<file path="src/rtl/vc_queue_pkg.sv">
// Shared sizing helpers for the pipelined valid/ready queue.
package vc_queue_pkg;

    function automatic int clog2(input int v);
        int r;
        r = 0;
        while ((1 << r) < v) r++;
        return r;
    endfunction

    localparam int DEPTH_DEF = 4;
    localparam int PTR_W_DEF = clog2(DEPTH_DEF);
    localparam int CNT_W_DEF = clog2(DEPTH_DEF + 1);

endpackage

</file>
<file path="src/rtl/vc_pipe_queue_if.sv">
// Enqueue/dequeue handshake bundle; the queue is the slave, the producer/consumer side the master.
interface vc_pipe_queue_if #(
    parameter int W     = 32,
    parameter int DEPTH = 4
) ();
    import vc_queue_pkg::*;
    localparam int CW = clog2(DEPTH + 1);

    logic          enq_val_p;
    logic          enq_rdy_p;
    logic [W-1:0]  enq_bits_p;
    logic          deq_val_p;
    logic          deq_rdy_p;
    logic [W-1:0]  deq_bits_p;
    logic [CW-1:0] count_p;

    modport slave (
        input  enq_val_p, enq_bits_p, deq_rdy_p,
        output enq_rdy_p, deq_val_p, deq_bits_p, count_p
    );

    modport master (
        output enq_val_p, enq_bits_p, deq_rdy_p,
        input  enq_rdy_p, deq_val_p, deq_bits_p, count_p
    );
endinterface

</file>
<file path="src/rtl/vc_queue_ctrl.sv">
// Pointer/occupancy control: owns rd/wr pointers and count, derives rdy/val and the storage write enable.
module vc_queue_ctrl
    import vc_queue_pkg::*;
#(
    parameter int DEPTH = 4,
    parameter int PW    = clog2(DEPTH),
    parameter int CW    = clog2(DEPTH + 1)
) (
    input  logic          clk,
    input  logic          resetn_p,
    input  logic          enq_val,
    input  logic          deq_rdy,
    output logic          enq_rdy,
    output logic          deq_val,
    output logic          wr_en,
    output logic [PW-1:0] wr_ptr,
    output logic [PW-1:0] rd_ptr,
    output logic [CW-1:0] count
);
    logic [PW-1:0] wr_ptr_q, wr_ptr_d;
    logic [PW-1:0] rd_ptr_q, rd_ptr_d;
    logic [CW-1:0] count_q, count_d;
    logic          enq_fire, deq_fire;

    // Readiness comes only from registered count (plus reset), never from deq_rdy.
    assign enq_rdy  = (count_q != CW'(DEPTH)) && resetn_p;
    assign deq_val  = (count_q != '0);
    assign enq_fire = enq_val && enq_rdy;
    assign deq_fire = deq_val && deq_rdy;

    always_comb begin
        wr_ptr_d = wr_ptr_q;
        rd_ptr_d = rd_ptr_q;
        count_d  = count_q;
        if (enq_fire) wr_ptr_d = wr_ptr_q + PW'(1);
        if (deq_fire) rd_ptr_d = rd_ptr_q + PW'(1);
        case ({enq_fire, deq_fire})
            2'b10:   count_d = count_q + CW'(1);
            2'b01:   count_d = count_q - CW'(1);
            default: count_d = count_q;
        endcase
    end

    always_ff @(posedge clk) begin
        if (!resetn_p) begin
            wr_ptr_q <= '0;
            rd_ptr_q <= '0;
            count_q  <= '0;
        end else begin
            wr_ptr_q <= wr_ptr_d;
            rd_ptr_q <= rd_ptr_d;
            count_q  <= count_d;
        end
    end

    assign wr_en  = enq_fire;
    assign wr_ptr = wr_ptr_q;
    assign rd_ptr = rd_ptr_q;
    assign count  = count_q;
endmodule

</file>
<file path="src/rtl/vc_pipe_queue.sv">
// Valid/ready FIFO without enq->deq bypass: control sub-block plus an unreset DEPTH x W register file.
module vc_pipe_queue
    import vc_queue_pkg::*;
#(
    parameter int W     = 32,
    parameter int DEPTH = 4
) (
    input  logic            clk,
    input  logic            resetn_p,
    vc_pipe_queue_if.slave  q
);
    localparam int PW = clog2(DEPTH);
    localparam int CW = clog2(DEPTH + 1);

    logic          wr_en;
    logic [PW-1:0] wr_ptr, rd_ptr;
    logic [CW-1:0] count;
    logic [W-1:0]  mem_q [DEPTH];
    logic [W-1:0]  mem_d [DEPTH];

    vc_queue_ctrl #(.DEPTH(DEPTH), .PW(PW), .CW(CW)) u_ctrl (
        .clk      (clk),
        .resetn_p (resetn_p),
        .enq_val  (q.enq_val_p),
        .deq_rdy  (q.deq_rdy_p),
        .enq_rdy  (q.enq_rdy_p),
        .deq_val  (q.deq_val_p),
        .wr_en    (wr_en),
        .wr_ptr   (wr_ptr),
        .rd_ptr   (rd_ptr),
        .count    (count)
    );

    always_comb begin
        mem_d = mem_q;
        if (wr_en) mem_d[wr_ptr] = q.enq_bits_p;
    end

    // Payload storage is deliberately left out of reset; count/pointers make stale data invisible.
    always_ff @(posedge clk) begin
        mem_q <= mem_d;
    end

    assign q.deq_bits_p = mem_q[rd_ptr];
    assign q.count_p    = count;
endmodule

</file>
<file path="src/flat_wrapper.sv">
// flat-port wrapper written by rule: the top's interface ports become plain ports
module vc_pipe_queue_flat import vc_queue_pkg::*;
#(
    parameter int W     = 32,
    parameter int DEPTH = 4
)
  (clk, resetn_p, q_enq_val_p, q_enq_bits_p, q_deq_rdy_p, q_enq_rdy_p, q_deq_val_p, q_deq_bits_p, q_count_p);
  vc_pipe_queue_if #(.W(W), .DEPTH(DEPTH)) q_i ();
  input  logic clk;
  input  logic resetn_p;
  input wire logic [$bits(q_i.enq_val_p)-1:0] q_enq_val_p;
  input wire logic [$bits(q_i.enq_bits_p)-1:0] q_enq_bits_p;
  input wire logic [$bits(q_i.deq_rdy_p)-1:0] q_deq_rdy_p;
  output wire logic [$bits(q_i.enq_rdy_p)-1:0] q_enq_rdy_p;
  output wire logic [$bits(q_i.deq_val_p)-1:0] q_deq_val_p;
  output wire logic [$bits(q_i.deq_bits_p)-1:0] q_deq_bits_p;
  output wire logic [$bits(q_i.count_p)-1:0] q_count_p;
  assign q_i.enq_val_p = q_enq_val_p;
  assign q_i.enq_bits_p = q_enq_bits_p;
  assign q_i.deq_rdy_p = q_deq_rdy_p;
  assign q_enq_rdy_p = q_i.enq_rdy_p;
  assign q_deq_val_p = q_i.deq_val_p;
  assign q_deq_bits_p = q_i.deq_bits_p;
  assign q_count_p = q_i.count_p;
  vc_pipe_queue #(.W(W), .DEPTH(DEPTH)) u_core (.clk(clk), .resetn_p(resetn_p), .q(q_i));
endmodule
</file>
<file path="config.mk">
export PLATFORM = sky130hd
export DESIGN_NAME = vc_pipe_queue_flat
export DESIGN_NICKNAME = d
export VERILOG_FILES = /design/src/rtl/vc_queue_pkg.sv /design/src/rtl/vc_pipe_queue_if.sv /design/src/rtl/vc_queue_ctrl.sv /design/src/rtl/vc_pipe_queue.sv /design/src/flat_wrapper.sv
export SDC_FILE = /design/constraint.sdc
export NUM_CORES = 1
export LEC_CHECK = 0
export BUFFER_PORTS_ARGS = -buffer_cell sky130_fd_sc_hd__buf_2
export CAP_MARGIN = 20
export CORE_MARGIN = 3
export CORE_UTILIZATION = 51
export CTS_CLUSTER_DIAMETER = 50
export DETAILED_ROUTE_END_ITERATION = 12
export GPL_TIMING_DRIVEN = 1
export PLACE_DENSITY_LB_ADDON = 0.15
export SYNTH_ARGS = -nofsm -noshare
export SYNTH_HDL_FRONTEND = slang
export SYNTH_HIERARCHICAL = 1
export SYNTH_SLANG_ARGS = --single-unit
</file>
<file path="constraint.sdc">
create_clock -name clk -period 3.65 [get_ports clk]
set_input_delay 0.5475 -clock clk [delete_from_list [all_inputs] [get_ports clk]]
set_output_delay 0.5475 -clock clk [all_outputs]
set_load 0.01 [all_outputs]
</file>
== Word-level counts from Yosys, hierarchy flattened ==
Cells that the tools add are included.

* Flip-flop bits (word level): 135
* Latch bits: 0
* RAM bits: 0
* Bits in read-only memories: 0
* Output and inout port bits: 37
* Logic and storage cells: 32
* Memories kept: 0

* Add/subtract/negate cells: 4
* Multipliers: 0
* Divide/modulo/power cells: 0
* Magnitude comparators: 3
* Equality and inequality tests: 3
* Shift operators: 0
* Muxes and demuxes: 7
* Bitwise gates (word level): 2
* Reduce and logical (&&, ||, !) cells: 6

{| class="wikitable"
|+ Operators by type and width
! operator !! number
|-
| 128-bit bitwise mux || 1
|-
| 32-bit two-way mux || 3
|-
| 32-bit binary-select mux with 2-bit select || 1
|-
| 32-bit demux with 2-bit select || 1
|-
| 3-bit >= comparator (second input constant) || 2
|-
| 2-bit inverter with 3-bit output || 2
|-
| 3-bit one-hot mux with 2 select lines || 1
|-
| 2-bit by 1-bit adder with 2-bit output (second input constant) || 2
|-
| 1-bit logical AND || 4
|-
| 3-bit by 1-bit adder with 3-bit output (second input constant) || 1
|-
| 3-bit by 1-bit less-than comparator with 1-bit output (second input constant) || 1
|-
| 3-bit != test (second input constant) || 1
|-
| 3-bit nonzero test || 1
|-
| 3-bit by 1-bit subtractor with 3-bit output (second input constant) || 1
|-
| 2-bit by 1-bit == test with 1-bit output (second input constant) || 1
|-
| 2-bit == test (second input constant) || 1
|-
| 2-bit nonzero test || 1
|}

== Depth between registers and ports, before layout ==
Gate-level depths: netlist of run 1.

* Depth after elaboration: 6
* Gate-level depth with buffers: 9
* Depth with buffers taken out: 9

== Modules after synthesis ==
Netlist of run 1, hierarchy kept.

{| class="wikitable"
|+ By module, submodules not included
! module !! times used !! cells an instance !! area each (um^2)
|-
| vc_pipe_queue || 1 || 171 || 4,689.5
|-
| vc_queue_ctrl || 1 || 41 || 379.1
|}

== Worst setup path before layout of run 1 ==
No wires, ideal clock.

* Kind: register to register
* Start: register u_core.u_ctrl.count_q[0] (netlist: u_core/u_ctrl/count[0])
* End: register u_core/mem_q[100] in the netlist's numbering (enable)
* Setup time: 0.468 ns
* Arrival: 3.324 ns
* Slack: -0.142 ns
* Stages on the path, launching flop included: 5
* Buffers on the path: 0
* Path through: dfxtp_1 > nor3b_2 > nor2b_1 > and2_1 > nor3b_1

* Cells in the longest elaborated chain, start to end: 3

{| class="wikitable"
|+ Ends and longest elaborated chain
! what !! line !! text
|-
| start, declared || vc_queue_ctrl.sv:22 || <nowiki>logic [CW-1:0] count_q, count_d;</nowiki>
|-
| start signal, assigned || vc_queue_ctrl.sv:52 || <nowiki>count_q <= count_d;</nowiki>
|-
| 3-bit != test || vc_queue_ctrl.sv:26 || <nowiki>assign enq_rdy = (count_q != CW'(DEPTH)) && resetn_p;</nowiki>
|-
| 1-bit logical AND || vc_queue_ctrl.sv:26 ||
|-
| 1-bit logical AND || vc_queue_ctrl.sv:28 || <nowiki>assign enq_fire = enq_val && enq_rdy;</nowiki>
|-
| named net u_core.wr_en || vc_pipe_queue.sv:15 || <nowiki>logic wr_en;</nowiki>
|-
| end signal, assigned || vc_pipe_queue.sv:41 || <nowiki>mem_q <= mem_d;</nowiki>
|-
| end, declared || vc_pipe_queue.sv:18 || <nowiki>logic [W-1:0] mem_q [DEPTH];</nowiki>
|}

The timed path passes the listed nets, and every way through them passes these cells.
A chain may end at the register's enable or synchronous reset.

== Worst setup path in the final report of run 1 ==
* Start: register u_core.u_ctrl.rd_ptr_q[0] (netlist: u_core/u_ctrl/rd_ptr[0])
* End: output port q_deq_bits_p[27]

* Cells in the longest elaborated chain, start to end: 4

{| class="wikitable"
|+ Ends and longest elaborated chain
! what !! line !! text
|-
| start, declared || vc_queue_ctrl.sv:21 || <nowiki>logic [PW-1:0] rd_ptr_q, rd_ptr_d;</nowiki>
|-
| start signal, assigned || vc_queue_ctrl.sv:51 || <nowiki>rd_ptr_q <= rd_ptr_d;</nowiki>
|-
| 2-bit inverter with 3-bit output (implied by the code) || vc_pipe_queue.sv:44 || <nowiki>assign q.deq_bits_p = mem_q[rd_ptr];</nowiki>
|-
| 32-bit binary-select mux with 2-bit select || vc_pipe_queue.sv:44 ||
|-
| 32-bit two-way mux (implied by the code) (2 in series) || vc_pipe_queue.sv:44 ||
|-
| end, declared || flat_wrapper.sv:16 || <nowiki>output wire logic [$bits(q_i.deq_bits_p)-1:0] q_deq_bits_p;</nowiki>
|}

No other way between the ends. The select of a mux whose other input is x is not followed.

==> out/results.ini, run 1 <==
[status]
outcome=finished clean

[timing]
relSlewSlack=0.402
final_max_slew_viol_count=0
fin_skew_ns=0.00570
timing.final.hold_violations=0
timing.final.crit_share=0.781
setup_ws_ns=0.801
worstMarginPinSlew_ns=0.896
fin_setup_tns_ns=0
finalCriticalPeriod_ns=2.85
max_freq_mhz=351
finalSetupViolCount=0
grt_setup_unrepaired=no

[cts]
tritoncts=built
insertion_delay_ns=0.50
post_cts_buffers=0
holdBufCountCts=0
h-tree-depth=4
numCtsBuffers=17
cts-root-buf=clkbuf_8
cts.sinks=135
cts_resized=0
clock_path_buffers=2
clk_pin_slew_ns=0.06

[drt]
routed_via_density=5.31
wirelength_mm=8.22
first_iter_violations=111
drc_errors=0
wl_per_cell_um=18.6
route.antenna.remaining_nets=0
vias=2342
detail_route.first_pass.iterations=4

[place]
gp_congestion=0.666
port_buffers=72
preCtsSetupSlack_ns=1.25
dpl.hpwl_mm=4.98

[synthesis]
synth_xor_xnor_area_share=0.00691
synth_cell_types=29
yosys_warnings=6
yosys_register_bits=135
synth_area_um2=5070
synthSimpleGateAreaFrac=0.0254
avgSynthCellArea_um2=23.9
synth_fa_ha_area_frac=0.00642
synthMuxAreaShare=0.146
syn-num-nets=250
synth_cells=212
ys_seq_area_frac=0.786
synth_compound_gate_area_share=0.00963
synth_top_family_by_area=multiplexers

[setup_path]
cp.buffers_inverters=2
critPathTopFamily=flip-flops
arrival_ns=2.30
cpMaxStageDelayCell=dfxtp_2
critPathCaptureType=output pin
worstPathRequired_ns=3.10
cp-startpoint=u_core/u_ctrl/rd_ptr[0]
cp-start-kind=flop
r2r_setup_slack_ns=1.46
crit_path_end=q_deq_bits_p[27]
r2r-end=u_core/u_ctrl/count[2]
worstReg2RegStart=u_core/u_ctrl/count[2]
path_max_fanout=21
path_cells=buf_4, mux4_2, buf_2
critPathMaxStageDelay_ns=0.78
path_depth=3
worstSetupPathType=reg -> out
r2r.worst_path.cells=9

[cells_and_area]
area_growth_pct=20.7
fillCellCount=686
nets=337
drive_gt1_frac=0.465
antenna_cells=0

[flow_run]
maxCapViolations=0

[die]
dieArea_um2=11200
fp.dieW_um=106
initial_core_util=0.536
rows=35
coreArea_um2=9460
die_h_um=106
ios=73

[global_route]
track_usage=0.161
antenna_found_initial=0
grt_pass1_vias=2510
grt_overflow=0
grt_pass1_wl_mm=13.3
grt_max_degree=34

[power_and_ir_drop]
internal_power_mw=3.17
pwr-share-comb=0.172
power_frac_clock=0.378
sw_frac_of_total=0.248
seqPwrFrac=0.450
peakVddDrop_uv=335
p_leak_nw=2.07
switching_power_mw=1.05
power_density_nw_per_um2=689

[min_path]
hold_path_class=in -> reg
whs_path_depth=1

==> sequential cells by signal, indices dropped and copies added, names as in the netlist <==
| name | count |
|---|---|
| u_core/u_ctrl/wr_ptr | 2 |
| u_core/mem_q | 128 |
| u_core/u_ctrl/rd_ptr | 2 |
| u_core/u_ctrl/count | 3 |
==> power groups by stage <==
stage / registers [mW] / logic [mW] / clock network [mW]
detailed placement: 1.94 / 0.739 / 0
floorplan: 1.86 / 0.613 / 0
finish: 1.90 / 0.724 / 1.59
CTS: 1.90 / 0.742 / 1.63
global route: 1.92 / 0.790 / 1.71
global placement: 1.94 / 0.731 / 0
==> layout by cell type (no fill, tap or decap), types with 3 or more instances in the layout <==
cell type / count
nor2b_1: 3
clkbuf_16: 16
buf_4: 4
xnor2_1: 3
nand2_1: 4
and2_1: 4
clkinvlp_4: 5
edfxtp_1: 128
o21ai_0: 3
inv_6: 3
inv_1: 3
buf_2: 72
dfxtp_1: 5
mux4_2: 30
==> worst min path at each step <==
stage	startpoint	end
2_1_floorplan	u_core/u_ctrl/wr_ptr[0]	u_core/u_ctrl/wr_ptr[0]
3_3_place_gp	u_core/u_ctrl/count[2]	u_core/u_ctrl/count[2]
3_5_place_dp	u_core/u_ctrl/count[2]	u_core/u_ctrl/count[2]
4_1_cts	q_enq_bits_p[22]	u_core/mem_q[86]
5_1_grt	q_enq_bits_p[2]	u_core/mem_q[2]
6_report	q_enq_bits_p[22]	u_core/mem_q[86]
==> routing by layer <==
layer	GRT usage	wire length, um
met1	0.218	3680
met4	0.0500	56
met5	0	0
met2	0.245	4050
met3	0.0637	434
==> cell type report <==
cell class                      count  area [um2]  share of cell area
Clock buffer                       18         418              0.0683
Clock inverter                     14         150              0.0245
Inverter                            3        11.3             0.00184
Multi-Input combinational cell     66         998               0.163
Sequential cell                   135        3990               0.652
Tap cell                          129         161              0.0264
Timing Repair Buffer               76         390              0.0638
==> kinds of logic after synthesis <==
family,count (synthesis)
buf+inv,11
fa+ha+maj,2
xor+xnor,4
flops,135
simple gates,20
compound gates,7
mux,33
==> through the flow <==
stage | util | hold WS (ns) | power [mW] | cell area, um2 | std cells
2_1_floorplan | - | 0.491 | 2.47 | 5070 | 212
3_3_place_gp | 0.587 | 0.531 | 2.67 | 5550 | 409
3_5_place_dp | 0.587 | 0.539 | 2.68 | 5550 | 409
4_1_cts | 0.647 | 0.227 | 4.27 | 6120 | 441
5_1_grt | 0.647 | 0.222 | 4.42 | 6120 | 441
6_report | 0.647 | 0.250 | 4.21 | 6120 | 441
==> Yosys cell counts <==
library cell / n / area [um2]
mux4_2: 30 / 676
or3_2: 1 / 7.51
mux2i_1: 1 / 10.0
xnor2_1: 3 / 26.3
xor2_1: 1 / 8.76
o21ai_0: 3 / 15.0
nor3b_1: 1 / 7.51
a21boi_0: 1 / 7.51
nand2_1: 4 / 15.0
nor2b_1: 3 / 18.8
nand2b_1: 1 / 6.26
buf_2: 3 / 15.0
o31a_2: 1 / 10.0
buf_12: 3 / 60.1
clkbuf_1: 1 / 3.75
dfxtp_1: 7 / 140
fa_1: 1 / 20.0
edfxtp_1: 128 / 3840
and3_1: 1 / 6.26
o311ai_1: 1 / 8.76
and2_1: 4 / 25.0
a21boi_1: 1 / 7.51
inv_1: 3 / 11.3
or3_1: 2 / 12.5
ha_1: 1 / 12.5
and3b_1: 2 / 17.5
nor3b_2: 1 / 12.5
buf_6: 1 / 11.3
mux4_1: 2 / 52.6
Power figures use the tool's default switching activity.
==> inputs of run 2 (changes only) <==
==> constraint.sdc (replaced) <==
create_clock -name clk -period 2.6 [get_ports clk]
set_input_delay 0.39 -clock clk [delete_from_list [all_inputs] [get_ports clk]]
set_output_delay 0.39 -clock clk [all_outputs]
set_load 0.01 [all_outputs]
==> out/results.ini, run 2 (same netlist as run 1, synthesis figures left out) <==
[status]
outcome=finished clean

[power_and_ir_drop]
finalPower_mw=5.83
p_leak_nw=2.08
power_density_nw_per_um2=943
peakVddDrop_uv=544

[die]
coreArea_um2=9460
die_h_um=106
rows=35
initial_core_util=0.536
fp.dieW_um=106
dieArea_um2=11200
ios=73

[cells_and_area]
final-seq-area_um2=3990
finalNonFillerCells=444
fin_area_um2=6180
final_common_cell=edfxtp_1
multiInputGateArea_um2=998
fin_util=0.654
nets=339
mostFrequentLayoutCells=128 x edfxtp_1, 72 x buf_2, 30 x mux4_2
largest_reg_flops=128
fillCellCount=658
drive_gt1_frac=0.465
area_growth_pct=22.0
largest-register=u_core/mem_q

[place]
port_buffers=72
preCtsSetupSlack_ns=0.406
dp_cells=411
gp_congestion=0.730
place_area_um2=5640

[cts]
insertion_delay_ns=0.50
cts-root-buf=clkbuf_8
cts_resized=0
tritoncts=built
numCtsBuffers=17
h-tree-depth=4
holdBufCountCts=0
clk_pin_slew_ns=0.06
post_cts_buffers=0
cts.sinks=135
clock_path_buffers=2

[global_route]
track_usage=0.160
antenna_found_initial=0
grt_pass1_vias=2516
grt_pass1_wl_mm=13.2
grt_max_degree=33
grt_overflow=0

[timing]
fin_skew_ns=0.00596
max_freq_mhz=429
timing.final.crit_share=0.896
grt_setup_unrepaired=no
finalCriticalPeriod_ns=2.33
hold_ws_ns=0.102
finalSetupViolCount=0
timing.final.hold_violations=0
worstMarginPinSlew_ns=0.445
relSlewSlack=0.703
fin_setup_tns_ns=0
final_max_slew_viol_count=0
setup_ws_ns=0.271

[setup_path]
worstReg2RegStart=u_core/u_ctrl/count[2]
arrival_ns=1.94
cp-startpoint=u_core/u_ctrl/rd_ptr[0]
critPathMaxStageDelay_ns=0.62
cp.buffers_inverters=2
cp-start-kind=flop
path_max_fanout=32
critPathCaptureType=output pin
critPathTopFamily=multiplexers
cpMaxStageDelayCell=mux4_1
worstPathRequired_ns=2.21
path_cells=buf_12, mux4_1, buf_2
worstSetupPathType=reg -> out

[drt]
first_iter_violations=85
drc_errors=0
vias=2323
wirelength_mm=8.11
route.antenna.remaining_nets=0
routed_via_density=5.23
wl_per_cell_um=18.3
detail_route.first_pass.iterations=4

[min_path]
min-delay-start=q_enq_bits_p[25]
hold_path_class=in -> reg

[flow_run]
maxCapViolations=0

[run 2: path summary, 6_finish.rpt]
kind	endpoint	slack, ns	cells past startpoint
setup / recovery	q_deq_bits_p[29]	0.27	3
hold / removal	u_core/mem_q[89]	0.10	1
setup reg to reg	u_core/u_ctrl/count[2]	0.37	9
hold reg to reg	u_core/u_ctrl/wr_ptr[0]	0.56	2
[run 2: routing by layer]
metal	GRT usage	up-vias	share of wire	wire, um
met5	0	-	0	0
met4	0.0472	0	0.0078	63
met3	0.0594	5	0.060	484
met2	0.265	66	0.53	4300
met1	0.200	1180	0.40	3260
li1	-	1072	-	-
[run 2: report_power, final]
| group | switching, mW | internal, mW |
|---|---|---|
| Sequential | 0.0751 | 2.51 |
| Clock | 0.850 | 1.26 |
| Combinational | 0.536 | 0.598 |
| Total | 1.46 | 4.37 |
[run 2: cell type report]
type,instances,area share
diodes,1,0.000405
clock buffers,17,0.0670
clock inverters,15,0.0210
inverters,3,0.00182
multi-input cells,66,0.161
flip-flops and latches,135,0.645
well taps,129,0.0261
repair buffers,78,0.0777
